===== src/rtl/mips_alu_pkg.sv =====
// Shared constants for the MIPS-style EX-stage ALU: default datapath width and
// the 4-bit ALU control codes decoded by mips_alu.
package mips_alu_pkg;

    localparam int DEFAULT_WIDTH = 32;

    typedef logic [3:0] aluop_t;

    localparam aluop_t ALUOP_AND = 4'b0000;
    localparam aluop_t ALUOP_OR  = 4'b0001;
    localparam aluop_t ALUOP_ADD = 4'b0010;
    localparam aluop_t ALUOP_SUB = 4'b0110;
    localparam aluop_t ALUOP_SLT = 4'b0111;
    localparam aluop_t ALUOP_NOR = 4'b1100;

    // SLT and SUB both need the adder in subtract mode.
    function automatic logic uses_subtract(input aluop_t op);
        return (op == ALUOP_SUB) || (op == ALUOP_SLT);
    endfunction

endpackage


===== src/rtl/mips_alu_addsub.sv =====
// Single shared adder/subtractor: sum = a + (b ^ {sub}) + sub, with carry-out
// and two's-complement signed-overflow detection.
module mips_alu_addsub
    import mips_alu_pkg::*;
#(
    parameter int WIDTH = DEFAULT_WIDTH
) (
    input  logic [WIDTH-1:0] a,
    input  logic [WIDTH-1:0] b,
    input  logic             sub,
    output logic [WIDTH-1:0] sum,
    output logic             carry,
    output logic             overflow
);

    logic [WIDTH-1:0] b_eff;

    assign b_eff = b ^ {WIDTH{sub}};
    assign {carry, sum} = {1'b0, a} + {1'b0, b_eff} + {{WIDTH{1'b0}}, sub};

    // Overflow iff the effective operands agree in sign and the sum disagrees.
    assign overflow = (a[WIDTH-1] == b_eff[WIDTH-1]) && (sum[WIDTH-1] != a[WIDTH-1]);

endmodule


===== src/rtl/mips_alu.sv =====
// 32-bit MIPS-style ALU with one cycle of latency: AND/OR/ADD/SUB/SLT/NOR.
// Define MIPS_ALU_OVERFLOW_EN to add the registered signed-overflow output.
module mips_alu
    import mips_alu_pkg::*;
#(
    parameter int WIDTH = DEFAULT_WIDTH
) (
    input  logic             inClk,
    input  logic             inRst_n,
    input  logic [WIDTH-1:0] inA,
    input  logic [WIDTH-1:0] inB,
    input  logic [3:0]       inALUop,
    output logic [WIDTH-1:0] outALUresult,
    output logic             outZero
`ifdef MIPS_ALU_OVERFLOW_EN
    ,
    output logic             outOverflow
`endif
);

    logic             sub;
    logic [WIDTH-1:0] sum;
    logic             carry_unused;
    logic             sum_ovf;
    logic             slt_bit;
    logic [WIDTH-1:0] result_d;

    assign sub = uses_subtract(inALUop);

    mips_alu_addsub #(
        .WIDTH    (WIDTH)
    ) u_addsub (
        .a        (inA),
        .b        (inB),
        .sub      (sub),
        .sum      (sum),
        .carry    (carry_unused),
        .overflow (sum_ovf)
    );

    // The sign of A-B is wrong exactly when the subtraction overflowed.
    assign slt_bit = sum[WIDTH-1] ^ sum_ovf;

    always_comb begin
        // NOTE: default first so every path assigns result_d and no latch is inferred.
        result_d = '0;
        case (inALUop)
            ALUOP_AND: result_d = inA & inB;
            ALUOP_OR:  result_d = inA | inB;
            ALUOP_ADD: result_d = sum;
            ALUOP_SUB: result_d = sum;
            ALUOP_SLT: result_d = {{(WIDTH-1){1'b0}}, slt_bit};
            ALUOP_NOR: result_d = ~(inA | inB);
            default:   result_d = '0;
        endcase
    end

    always_ff @(posedge inClk or negedge inRst_n) begin
        if (!inRst_n) begin
            outALUresult <= '0;
        end else begin
            // NOTE: non-blocking so every register samples pre-edge values.
            outALUresult <= result_d;
        end
    end

    // Decoded from the result register itself, so it can never lag the result.
    assign outZero = ~|outALUresult;

`ifdef MIPS_ALU_OVERFLOW_EN
    logic ovf_d;

    assign ovf_d = ((inALUop == ALUOP_ADD) || (inALUop == ALUOP_SUB)) && sum_ovf;

    always_ff @(posedge inClk or negedge inRst_n) begin
        if (!inRst_n) begin
            outOverflow <= 1'b0;
        end else begin
            outOverflow <= ovf_d;
        end
    end
`endif

endmodule


===== config.mk =====
export PLATFORM = sky130hd
export DESIGN_NAME = mips_alu
export DESIGN_NICKNAME = d
export VERILOG_FILES = /design/src/rtl/mips_alu_pkg.sv /design/src/rtl/mips_alu_addsub.sv /design/src/rtl/mips_alu.sv
export SDC_FILE = /design/constraint.sdc
export NUM_CORES = 1
export LEC_CHECK = 0
export BUFFER_PORTS_ARGS = -buffer_cell sky130_fd_sc_hd__clkbuf_2
export CORE_MARGIN = 2
export CORE_UTILIZATION = 45
export DETAILED_ROUTE_END_ITERATION = 12
export PLACE_DENSITY = 0.7
export SLEW_MARGIN = 10
export SYNTH_ARGS = -nofsm -noshare
export SYNTH_HDL_FRONTEND = slang
export SYNTH_SLANG_ARGS = --single-unit

===== constraint.sdc =====
create_clock -name inClk -period 1 [get_ports inClk]
set_input_delay 0 -clock inClk [delete_from_list [all_inputs] [get_ports inClk]]
set_output_delay 0 -clock inClk [all_outputs]
set_load 0.005 [all_outputs]

==> out/qor.csv, run 1 <==
stage,metric,value,unit
timing,Final Critical Period,2.97,ns
routing,M1 WL,7.57,mm
logic_synthesis,ys async rst share,100,%
routing,metal3 WL,2.78,mm
routing,Iter 0 DRT Violations,827,
global_routing,first-pass GRT wire length,25.0,mm
global_routing,largest net degree at the start of global routing,33,
pwr,sw frac,41.7,%
routing,# DRC,0,
logic_synthesis,post-synthesis sequential area ratio,21.2,%
pwr,P per Cell Area,1150,nW/um^2
cts,Clock Sinks,32,
floorplan,row cnt,33,
setup_path,worst-path cell chain,"buf_6, nor2b_4, nand2_8, buf_4, xnor2_4, ha_4, a21oi_4, o221ai_4, a31oi_4, o21ai_4, a311oi_2, o21ai_1, a21o_1, maj3_2, o21ai_2",
finish,max FFs per register,32,
cts,clk root buf,clkbuf_8,
logic_synthesis,synth warn,0,
logic_synthesis,Netlist cell types,55,
finish,# fillers,364,
routing,met2 routed WL,9.96,mm
flow_run,maxcap violations,0,
timing,Slew Limit Fails,0,
logic_synthesis,Mapped Cells,445,
pwr,clock group share of total power,16.9,%
logic_synthesis,net count after synthesis,553,
pwr,LEAKAGE,3.33,nW
place,pre-CTS setup slack,-1.91,ns
logic_synthesis,Yosys top cell area share,21.2,%
pwr,Logic pwr share,64.5,%
setup_path,CP startpoint,inALUop[1],
finish,layout cells sized above 1,59.4,%
global_routing,antenna violations before repair,0,
logic_synthesis,largest area contributor in the netlist,dfrtp_1,
timing,post-route setup slack,-1.97,ns
logic_synthesis,top post-synthesis cells by area,"dfrtp_1 (21%), ha_1 (12%), xnor2_1 (10%), maj3_1 (8.2%), a21oi_1 (6.8%)",
global_routing,number of global-route vias before repair,4977,
timing,Finish-stage setup viols,33,
cts,"Reg clk slew, reported paths",0.09,ns
finish,Util after Layout,86.8,%
status,failing checks,negative setup slack,
finish,largest reg by FF count,outALUresult,
place,Post-DP HPWL,10.8,mm
setup_path,largest fanout on the critical path,6,
routing,Pre-antenna DRT Iters,8,
pwr,Net Sw Power,3.40,mW
floorplan,die area,9150,um^2
pwr,Int Power,4.75,mW
logic_synthesis,ys flop type,dfrtp_1,
cts,CTS Buffer Depth,2,
setup_path,CP Class,input port to register,
floorplan,total core area,8180,um^2
setup_path,Worst EP required,1.23,ns
finish,Finished Layout Cells,852,
routing,drt wl/cell,26.1,um
setup_path,Worst Setup End Kind,register,
status,outcome,"finished, violations left",
floorplan,IO Count,103,
setup_path,CP arrival,3.20,ns
routing,Highest Signal Layer,met4,
cts,CTS Buf Count,5,
place,routability cong.,0.974,
finish,Layout area overhead,87.7,%
cts,TritonCTS clock tree,built,
setup_path,"Max stage delay cell, worst path",a311oi_2,
timing,Slew headroom,69.0,%
setup_path,Critical Path Start Type,input port,
routing,vias per cell,6.78,
timing,Fmax achieved,336,MHz
timing,Final Hold Vio Count,0,
global_routing,gr usage total,35.8,%
worst_hold_path,Worst Min Path Start,inB[31],
logic_synthesis,Post-Syn Area,3780,um^2
worst_hold_path,HP Class,input port to register,
floorplan,chip width,95.7,um
routing,via count,5780,
cts,H-tree Lvls,2,
floorplan,chip height,95.7,um
finish,biggest regs,outALUresult (32),
logic_synthesis,"Avg Cell Area, Syn",8.50,um^2
routing,DRT Wirelength,22.2,mm
pwr,worst-case vdd ir drop,0.620,mV
global_routing,gr ovfl total,0,
pwr,Pwr Total,8.15,mW
floorplan,initial core utilization,46.3,%
finish,# diodes,0,
setup_path,Crit path largest cell delay,0.38,ns
timing,period utilization,297,%
timing,worst slew pin tran,0.464,ns
place,PortBufs,102,
finish,final net count,854,
timing,RSZ-0062 raised after global routing,yes,
pwr,sequential share of power,18.6,%
routing,ANT nets after route,0,
logic_synthesis,Synth Register Bits,32,
logic_synthesis,"EDFF count, synth",0,
place,Placed Cells,816,
[power by group through the flow]
| stage | combinational, mW | sequential, mW | clock (mW) |
|---|---|---|---|
| floorplan | 1.84 | 1.50 | 0 |
| global placement | 3.45 | 1.50 | 0 |
| detailed placement | 3.56 | 1.51 | 0 |
| CTS | 4.10 | 1.49 | 1.27 |
| global route | 5.44 | 1.52 | 1.39 |
| finish | 5.26 | 1.51 | 1.38 |
[per-layer routing]
metal | vias up | track usage (%)
met4 | 0 | 17.5
met3 | 212 | 6.48
met2 | 620 | 60.6
li1 | 2275 | -
met5 | - | 0
met1 | 2673 | 43.6
[layout by cell type (no fill, tap or decap), types with 4 or more instances in the layout]
cell      Yosys  layout
o21ai_1       5      20
inv_1        14      13
a21oi_4       0       6
nand3_1       8       8
xnor2_1      45      25
clkbuf_2      0      99
xnor2_4       0       6
buf_4         0     186
a31oi_4       1       4
clkbuf_8      0       5
nor4_1        8       5
buf_6         2      22
nand2_1      15      10
nand4_1       8       8
buf_12        0       4
a21oi_2       2      12
ha_1         37      24
dfrtp_1      32      32
maj3_1       31      31
a21oi_1      51      35
nor2_1       11      10
o21ai_2       3      16
xnor2_2       0      14
ha_4          0      11
nor3_1       31      30
xor2_1       15       9
a21o_1       11      11
xor2_2        0       6
[cells in the mapped netlist (3+ instances only)]
library cell and n:
a21oi_1 51, buf_1 3, nand3_1 8, mux2i_1 3, nand2b_1 3, nor2b_1 6
inv_1 14, nand4_1 8, o21ai_0 31, o21bai_1 3, o21ai_2 3, maj3_1 31
nor3_1 31, clkbuf_1 16, xor2_1 15, o21ai_1 5, o211ai_1 3, nand2_1 15
a31oi_1 6, ha_1 37, and3_1 4, nor2_1 11, xnor2_1 45, a21o_1 11
dfrtp_1 32, a221o_1 3, nor4_1 8, and2_1 3
[final timing paths]
kind                                     to  slack (ns)  cells after the start
min in group asynchronous   outALUresult[1]        0.29                      3
setup / recovery            outALUresult[0]       -1.97                     15
hold / removal              outALUresult[0]        0.14                      3
max in group asynchronous  outALUresult[12]        0.37                      3
[cell families after synthesis]
group / Yosys count / share of synthesized area, %
AOI/OAI and AO/OA: 143 / 24.8
buffers and inverters: 35 / 3.87
DFF: 32 / 21.2
adders and majority gates: 70 / 21.3
xor gates and xnor gates: 60 / 13.9
muxes: 3 / 0.794
and+or+nand+nor: 102 / 14.2
[per-stage QoR]
stage / TNS, ns / hold WS, ns / instance area, um^2
after floorplan: -33.70 / -0.296 / 3970
after global placement: -44.17 / 0.0495 / 5920
after detailed placement: -45.96 / 0.0506 / 5920
after CTS: -36.45 / 0.0828 / 6520
after global routing: -50.09 / 0.166 / 7100
final: -45.28 / 0.139 / 7100
[final cells by class]
class                           instances  area, um^2  share of cell area, %
Multi-Input combinational cell        379        3750                   52.8
Timing Repair Buffer                  314        2250                   31.7
Sequential cell                        32         801                   11.3
Tap cell                              105         131                   1.85
Clock buffer                            5        68.8                  0.970
Inverter                               14        52.6                  0.741
Clock inverter                          3        42.5                  0.600
[critical path, delay by kind of cell]
kind / cells / cell delay (ns)
compound gates: 8 / 1.73
fa+ha+maj: 2 / 0.57
buf+inv: 2 / 0.29
simple gates: 2 / 0.38
xor+xnor: 1 / 0.22
[repair_timing]
item	in CTS	in global routing
endpoints found under the hold margin	32	0
endpoints found under the setup margin	33	33
pin swaps	42	48
gates resized for setup	79	81
hold buffers	1	0
cloned	1	0
buffers inserted	21	16
Power figures use the tool's default switching activity.
==> inputs of run 2 (changes only) <==
CTS_CLUSTER_SIZE = 24   (was default)
MAX_ROUTING_LAYER = met4   (was default)
clock period = 2.75 ns   (was 1 ns; I/O delays follow)
==> out/qor.csv, run 2 (same netlist as run 1, synthesis figures left out) <==
stage,metric,value,unit
status,outcome,finished clean,
finish,layout cells sized above 1,36.9,%
routing,drt wl/cell,16.4,um
place,PortBufs,102,
pwr,P per Cell Area,393,nW/um^2
flow_run,maxcap violations,0,
floorplan,row cnt,33,
setup_path,Worst Setup End Kind,register,
cts,H-tree Lvls,2,
place,Post-DP HPWL,9.48,mm
timing,Finish-stage setup viols,0,
routing,Iter 0 DRT Violations,178,
setup_path,Crit path largest cell delay,0.42,ns
timing,post-route setup slack,0.0821,ns
floorplan,chip width,95.7,um
timing,Final Critical Period,2.67,ns
finish,final instance area,5260,um^2
floorplan,IO Count,103,
routing,# DRC,0,
routing,Pre-antenna DRT Iters,4,
cts,CTS Buffer Depth,2,
cts,CTS Buf Count,5,
timing,Slew Limit Fails,0,
place,placed cell areas,4990,um^2
global_routing,gr usage total,26.9,%
setup_path,CP arrival,2.83,ns
place,pre-CTS setup slack,-0.401,ns
setup_path,crit-path most repeated cell,o21ai_2,
pwr,LEAKAGE,2.52,nW
global_routing,largest net degree at the start of global routing,36,
routing,vias per cell,5.67,
finish,biggest regs,outALUresult (32),
cts,TritonCTS clock tree,built,
pwr,Pwr Total,2.07,mW
setup_path,Critical Path Start Type,input port,
floorplan,die area,9150,um^2
worst_hold_path,HP Class,input port to register,
timing,Slew headroom,41.5,%
global_routing,number of global-route vias before repair,4160,
timing,worst slew pin tran,0.878,ns
floorplan,total core area,8180,um^2
floorplan,initial core utilization,46.3,%
setup_path,"Max stage delay cell, worst path",a2111o_1,
setup_path,largest fanout on the critical path,9,
global_routing,antenna violations before repair,0,
finish,"commonest non-fill, non-tap cell in the layout",clkbuf_2,
floorplan,chip height,95.7,um
routing,ANT nets after route,0,
finish,# fillers,715,
finish,Util after Layout,64.3,%
routing,DRT Wirelength,12.0,mm
timing,period utilization,97.0,%
cts,"Reg clk slew, reported paths",0.07,ns
timing,Fin Hold WS,0.0962,ns
cts,Clock Sinks,32,
finish,largest reg by FF count,outALUresult,
global_routing,gr ovfl total,0,
finish,# diodes,0,
setup_path,Worst EP required,2.91,ns
cts,clk root buf,clkbuf_8,
finish,Layout area overhead,39.1,%
setup_path,CP Class,input port to register,
setup_path,worst-path cell chain,"clkbuf_2, nor2b_4, nand2_4, buf_12, xnor2_1, ha_1, inv_1, o21ai_2, a311o_1, a31oi_4, o21ai_2, a21o_1, a2111o_1, mux2i_1, o211ai_1",
place,routability cong.,0.910,
routing,via count,4146,
finish,"commonest cells after routing, fill and taps aside","clkbuf_2 (102), buf_4 (88), a21oi_1 (49)",
finish,max FFs per register,32,
timing,Fmax achieved,375,MHz
pwr,worst-case vdd ir drop,0.173,mV
global_routing,first-pass GRT wire length,19.0,mm
timing,Final Hold Vio Count,0,
finish,final net count,733,
timing,RSZ-0062 raised after global routing,yes,
## run 2: timing repair
item / CTS / global route
gates resized for setup: 9 / 18
setup buffers: 1 / 5
setup endpoints to repair: 4 / 11
hold buffers: 1 / 0
hold endpoints to repair: 32 / 0
pin swaps: 3 / 14
## run 2: report_power, final
part	switching [mW]	leakage, nW	internal, mW
clock network	0.176	0.0455	0.204
registers	0.0292	0.429	0.512
logic	0.570	2.05	0.576
## run 2: layout make-up
| type | instances | area (um^2) | area share, % |
|---|---|---|---|
| multi-input combinational | 378 | 2950 | 56.1 |
| timing repair buffer | 194 | 1230 | 23.4 |
| sequential | 32 | 801 | 15.2 |
| tap | 105 | 131 | 2.50 |
| clock buffer | 8 | 90.1 | 1.71 |
| inverter | 14 | 52.6 | 0.999 |
## run 2: worst paths after layout
| path | from | endpoint | depth (start not counted) |
|---|---|---|---|
| worst max-delay path | inALUop[1] | outALUresult[24] | 15 |
| max in group asynchronous | inRst_n | outALUresult[4] | 2 |
| min in group asynchronous | inRst_n | outALUresult[31] | 2 |
| worst min-delay path | inA[29] | outALUresult[29] | 4 |
## run 2: critical path, delay by kind of cell
family | cells | cell delay, ns
XOR/XNOR | 1 | 0.13
buffers and inverters | 3 | 0.36
AND/OR/NAND/NOR | 2 | 0.27
adder cells (fa/ha/maj) | 1 | 0.32
AO/OA/AOI/OAI | 7 | 1.59
multiplexers | 1 | 0.16
## run 2: routing by layer
layer	routed length [um]	GRT usage [%]
met2	5850	45.5
met5	0	-
met4	142	6.55
met3	639	3.64
met1	5350	34.1
## run 2: through the flow
step           setup TNS, ns  instances
3_5_place_dp           -2.80        716
6_report                   0        731
3_3_place_gp           -2.14        716
2_1_floorplan        -0.0414        445
4_1_cts                    0        726
5_1_grt              -0.0754        731
